`src/rtl/filter_ctrl.sv`:
```
// Sequencer/arbiter in front of the 7-tap FIR: CPU byte writes, atomic 8-byte reloads, sample FIFO.
// Optional FILTER_CTRL_FLUSH_EN: clears the filter delay line with 7 zero samples after a reload.
module filter_ctrl #(
  parameter int unsigned DEPTH = 4
) (
  input  logic        clock,
  input  logic        rst_n,
  input  logic        cpu_w_en_n,
  input  logic [15:0] cpu_addr,
  input  logic [7:0]  cpu_p,
  output logic        cpu_rej,
  input  logic        ld_req,
  input  logic [63:0] ld_coef,
  output logic        ld_busy,
  output logic        ld_ack,
  input  logic        s_valid_n,
  input  logic [7:0]  s_x,
  output logic        s_ready,
  output logic        f_w_en_n,
  output logic [7:0]  f_p,
  output logic [15:0] f_addr,
  output logic        f_x_valid_n,
  output logic [7:0]  f_x
);

  localparam int unsigned PtrW = $clog2(DEPTH);
  localparam int unsigned CntW = PtrW + 1;

  typedef enum logic [1:0] {
    StIdle  = 2'd0,
    StLoad  = 2'd1,
`ifdef FILTER_CTRL_FLUSH_EN
    StFlush = 2'd3,
`endif
    StDone  = 2'd2
  } state_e;

  state_e state_q, state_d;
  logic [2:0]  k_q, k_d;
  logic [63:0] shadow_q, shadow_d;

  logic        f_w_en_n_d, f_x_valid_n_d, cpu_rej_d, ld_ack_d, ld_busy_d, s_ready_d;
  logic [7:0]  f_p_d, f_x_d;
  logic [15:0] f_addr_d;

  logic [7:0]      mem_q [DEPTH];
  logic [PtrW-1:0] rd_ptr_q, rd_ptr_d, wr_ptr_q, wr_ptr_d;
  logic [CntW-1:0] count_q, count_d;
  logic            accept, push, pop;

  always_comb begin
    state_d       = state_q;
    k_d           = k_q;
    shadow_d      = shadow_q;
    f_w_en_n_d    = 1'b1;
    f_addr_d      = f_addr;
    f_p_d         = f_p;
    f_x_valid_n_d = 1'b1;
    f_x_d         = f_x;
    cpu_rej_d     = 1'b0;
    ld_ack_d      = 1'b0;
    push          = 1'b0;
    pop           = 1'b0;
    accept        = ~s_valid_n & s_ready;

    unique case (state_q)
      StIdle: begin
        // A CPU write in the same cycle wins; the reload request stays pending.
        if (!cpu_w_en_n) begin
          f_w_en_n_d = 1'b0;
          f_addr_d   = cpu_addr;
          f_p_d      = cpu_p;
        end else if (ld_req) begin
          shadow_d = ld_coef;
          k_d      = 3'd0;
          state_d  = StLoad;
        end
        if (count_q != '0) begin
          pop           = 1'b1;
          push          = accept;
          f_x_valid_n_d = 1'b0;
          f_x_d         = mem_q[rd_ptr_q];
        end else if (accept) begin
          f_x_valid_n_d = 1'b0;
          f_x_d         = s_x;
        end
      end
      StLoad: begin
        f_w_en_n_d = 1'b0;
        f_addr_d   = {13'd0, k_q};
        f_p_d      = shadow_q[8*k_q +: 8];
        k_d        = k_q + 3'd1;
        if (k_q == 3'd7) begin
          k_d = 3'd0;
`ifdef FILTER_CTRL_FLUSH_EN
          state_d = StFlush;
`else
          state_d = StDone;
`endif
        end
      end
`ifdef FILTER_CTRL_FLUSH_EN
      StFlush: begin
        f_x_valid_n_d = 1'b0;
        f_x_d         = 8'h00;
        k_d           = k_q + 3'd1;
        if (k_q == 3'd6) begin
          k_d     = 3'd0;
          state_d = StDone;
        end
      end
`endif
      StDone: begin
        ld_ack_d = 1'b1;
        state_d  = StIdle;
      end
      default: state_d = StIdle;
    endcase

    if (state_q != StIdle) begin
      cpu_rej_d = ~cpu_w_en_n;
      push      = accept;
    end
    ld_busy_d = (state_d != StIdle) || (state_q != StIdle);

    wr_ptr_d = push ? wr_ptr_q + PtrW'(1) : wr_ptr_q;
    rd_ptr_d = pop  ? rd_ptr_q + PtrW'(1) : rd_ptr_q;
    count_d  = count_q;
    if (push && !pop) begin
      count_d = count_q + CntW'(1);
    end else if (pop && !push) begin
      count_d = count_q - CntW'(1);
    end
    // Registered ready tracks the registered count, so a full FIFO never sees a push.
    s_ready_d = (count_d < CntW'(DEPTH));
  end

  always_ff @(posedge clock or negedge rst_n) begin
    if (!rst_n) begin
      state_q     <= StIdle;
      k_q         <= 3'd0;
      shadow_q    <= 64'd0;
      rd_ptr_q    <= '0;
      wr_ptr_q    <= '0;
      count_q     <= '0;
      f_w_en_n    <= 1'b1;
      f_addr      <= 16'd0;
      f_p         <= 8'd0;
      f_x_valid_n <= 1'b1;
      f_x         <= 8'd0;
      cpu_rej     <= 1'b0;
      ld_ack      <= 1'b0;
      ld_busy     <= 1'b0;
      s_ready     <= 1'b1;
    end else begin
      state_q     <= state_d;
      k_q         <= k_d;
      shadow_q    <= shadow_d;
      rd_ptr_q    <= rd_ptr_d;
      wr_ptr_q    <= wr_ptr_d;
      count_q     <= count_d;
      f_w_en_n    <= f_w_en_n_d;
      f_addr      <= f_addr_d;
      f_p         <= f_p_d;
      f_x_valid_n <= f_x_valid_n_d;
      f_x         <= f_x_d;
      cpu_rej     <= cpu_rej_d;
      ld_ack      <= ld_ack_d;
      ld_busy     <= ld_busy_d;
      s_ready     <= s_ready_d;
    end
  end

  always_ff @(posedge clock) begin
    if (push) begin
      mem_q[wr_ptr_q] <= s_x;
    end
  end

endmodule
```
`config.mk`:
```
export PLATFORM = sky130hd
export DESIGN_NAME = filter_ctrl
export DESIGN_NICKNAME = d
export VERILOG_FILES = /design/src/rtl/filter_ctrl.sv
export SDC_FILE = /design/constraint.sdc
export NUM_CORES = 1
export LEC_CHECK = 0
export ABC_AREA = 1
export CAP_MARGIN = 40
export CORE_AREA = 2 2 113 115
export CTS_BUF_LIST = sky130_fd_sc_hd__clkbuf_8 sky130_fd_sc_hd__clkbuf_16
export DETAILED_ROUTE_END_ITERATION = 8
export DIE_AREA = 0 0 115 117
export MAX_ROUTING_LAYER = met4
export PLACE_DENSITY = 0.83
export SYNTH_ARGS = -nofsm -noshare
export SYNTH_HDL_FRONTEND = slang
export SYNTH_SLANG_ARGS = --single-unit
```
`constraint.sdc`:
```
create_clock -name clock -period 3.4 [get_ports clock]
set_clock_uncertainty 0.2 [all_clocks]
set_input_delay 0.68 -clock clock [delete_from_list [all_inputs] [get_ports clock]]
set_output_delay 0.68 -clock clock [all_outputs]
set_load 0.01 [all_outputs]
```
==> results.yml <==
placement:
  placedInstanceArea_mm2: 0.00808
  pre_cts_slack_ns: 0.531
  numPortBuffers: 138
  dp_hpwl_um: 10600
  gp_congestion: 0.836
  place_inst: 1019
setup_path:
  startpoint_type: "flip-flop"
  crit_required_ns: 3.25
  critical_path_buf_inv_count: 2
  worst_r2r_path_depth: 7
  critPathSlowestCell: "nor2_1"
  r2r_end: "mem_q[1][0]"
  crit_top_cell: "nand2_1"
  end_kind: "flip-flop"
  path_cells: "inv_1 -> ha_1 -> nand2_1 -> clkinv_1 -> nand2_1 -> nand2_2 -> nor2_1"
  ff2ff_setup_slack_ns: 0.79
  r2r-start: "count_q[0]"
  cp_max_fo: 11
  slowest_delay_ns: 0.57
  cp.arrival_ns: 2.47
  cp_top_family: "simple AND/OR/NAND/NOR gates"
  cp.depth: 7
  criticalPathCategory: "reg2reg"
yosys:
  synth_cells: 758
  synth_area_per_cell_um2: 8.77
  ys_seq_area_share_pct: 57.4
  synth_edf_count: 32
  synth_seq_cells: 146
  syn_nets: 870
  netlist_area_mm2: 0.00665
  async_reset_ff_share_pct: 78.1
  yosys_warnings: 0
  ys_types: 29
  synth_ff_type: "dfrtp_1"
floorplan:
  fp.dieH_um: 117
  die_w_um: 115
  io_pins: 139
  num_rows: 41
  initial_utilization_pct: 54.0
  die_area_mm2: 0.0135
  core_mm2: 0.0123
timing:
  fin_hold_ws_ns: 0.0831
  timing.setup.tns_ns: 0
  rsz0062_at_grt: "false"
  min_period_ns: 2.61
  setup_ws_ns: 0.785
  hold_viol: 0
  finalCritPeriodShare_pct: 76.9
  max-slew-margin-rel_pct: 39.2
  clock.fmax_mhz: 382
  worstMarginPinSlew_ns: 0.912
  slew_viol_final: 0
  finalSetupViolCount: 0
detailed_routing:
  dr.first_iter.drc_count: 531
  routed_wl_um: 15600
  vias: 5479
  dr.max_layer_used: "met4"
  viasPerCell: 5.21
  drc: 0
  drt-met1-wl_um: 6590
  firstDrtPassIters: 7
  ant_nets: 0
  routedWlPerCell_um: 14.9
  wl_met2_um: 7520
  routed-wl-met3_um: 1120
cts:
  cts_resized: 0
  worstSkewPairLatency_ns: 0.42
  numCtsBuffers: 17
  clk_path_buf_depth: 2
  clockRootBuffer: "clkbuf_16"
  cts_tree: "yes"
  htreeDepth: 4
  clock_sinks: 146
  cts-hold-fix-buffers: 0
  clk_pin_slew_worst_paths_ns: 0.06
  post_cts_buffers: 0
finish:
  utilization_pct: 70.2
  syn_to_final_growth_pct: 30.1
  drive_above_1_share_pct: 6.99
  nets: 1000
  diodes: 0
  design_area_mm2: 0.00865
  stdcell_count: 1051
pwr:
  irDropWorstVdd_mv: 0.462
  power_density_mw_per_mm2: 900
  p_switching_mw: 2.96
  p_sw_share_pct: 38.1
  p_seq_share_pct: 36.2
  clock_power_share_pct: 23.0
  comb_power_share_pct: 40.8
  p_leak_nw: 4.13
  internal-power_mw: 4.82
  power_mw: 7.78
global_route:
  first_global_vias: 5343
  grt_pass1_wl_um: 25300
  grt_max_degree: 78
  grt_usage_pct: 25.5
  antenna_found_initial: 0
  grt-ovfl-total: 0
min_path:
  hold_path_class: "in2async"
status:
  status: "complete, no violations"
flow_run:
  maxCapViolations: 0
## registers in the layout, summed over array words and instances (netlist names)
name	count
shadow_q	64
mem_q	32
f_addr	16
f_p	8
f_x	8
count_q	3
k_q	3
rd_ptr_q	2
state_q	2
wr_ptr_q	2
cpu_rej	1
f_w_en_n	1
f_x_valid_n	1
ld_ack	1
ld_busy	1
s_ready	1
## kinds of logic (layout without fill, tap and decap cells)
group                      count (synthesis)  after routing  synth area share, %
AOI/OAI and AO/OA                        135            135                 10.7
adders and majority gates                 11             11                 2.07
DFF                                      146            146                 57.4
xor gates and xnor gates                   3              3                0.395
buffers and inverters                    152            295                 10.0
and+or+nand+nor                          311            311                 19.4
## synthesized netlist by cell type, types with 8 or more instances
library cell	instances	area (um2)
o21ai_0	32	160
buf_6	8	90.1
a21oi_1	94	470
clkbuf_1	10	37.5
nand2_1	148	556
edfxtp_1	32	961
inv_1	111	417
ha_1	11	138
dfrtp_1	111	2780
nand3_1	64	320
nor2_1	86	323
buf_2	14	70.1
## worst max-delay path by stage
stage,startpoint,endpoint,slack [ns]
2_1_floorplan,s_valid_n,mem_q[0][0],1.39
3_3_place_gp,cpu_w_en_n,f_addr[2],0.62
3_5_place_dp,cpu_w_en_n,f_addr[2],0.53
4_1_cts,count_q[0],mem_q[1][0],0.76
5_1_grt,count_q[0],s_ready,0.59
6_report,count_q[0],mem_q[1][0],0.79
## layer usage
metal  up-vias  GRT usage (%)
met2       256           39.8
li1       2652              -
met4         0           11.7
met1      2533           32.0
met5         -              -
met3        38           5.72
## layout make-up
cell class	count	area, um2
Sequential cell	146	3820
Fill cell	951	3660
Multi-Input combinational cell	460	2160
Timing Repair Buffer	148	1480
Inverter	115	432
Clock buffer	17	425
Tap cell	150	188
Clock inverter	15	143
## power by group through the flow
stage	registers (mW)	logic [mW]	clock network [mW]
3_5_place_dp	2.83	3.14	0
6_report	2.81	3.18	1.79
2_1_floorplan	2.80	2.05	0
4_1_cts	2.81	3.18	1.81
5_1_grt	2.88	3.60	1.87
3_3_place_gp	2.81	3.04	0
## cell usage in the layout (no fill, tap or decap), types with 7 or more instances in the layout
cell type        count
nor2_1              86
clkbuf_16           17
inv_1              111
or2_2                7
clkdlybuf4s50_1    137
ha_1                11
edfxtp_1            32
a21oi_1             94
o21ai_0             32
nand2_1            148
buf_4                9
nand3_1             64
dfrtp_1            111
No activity file was read; power rests on OpenSTA's default activity.
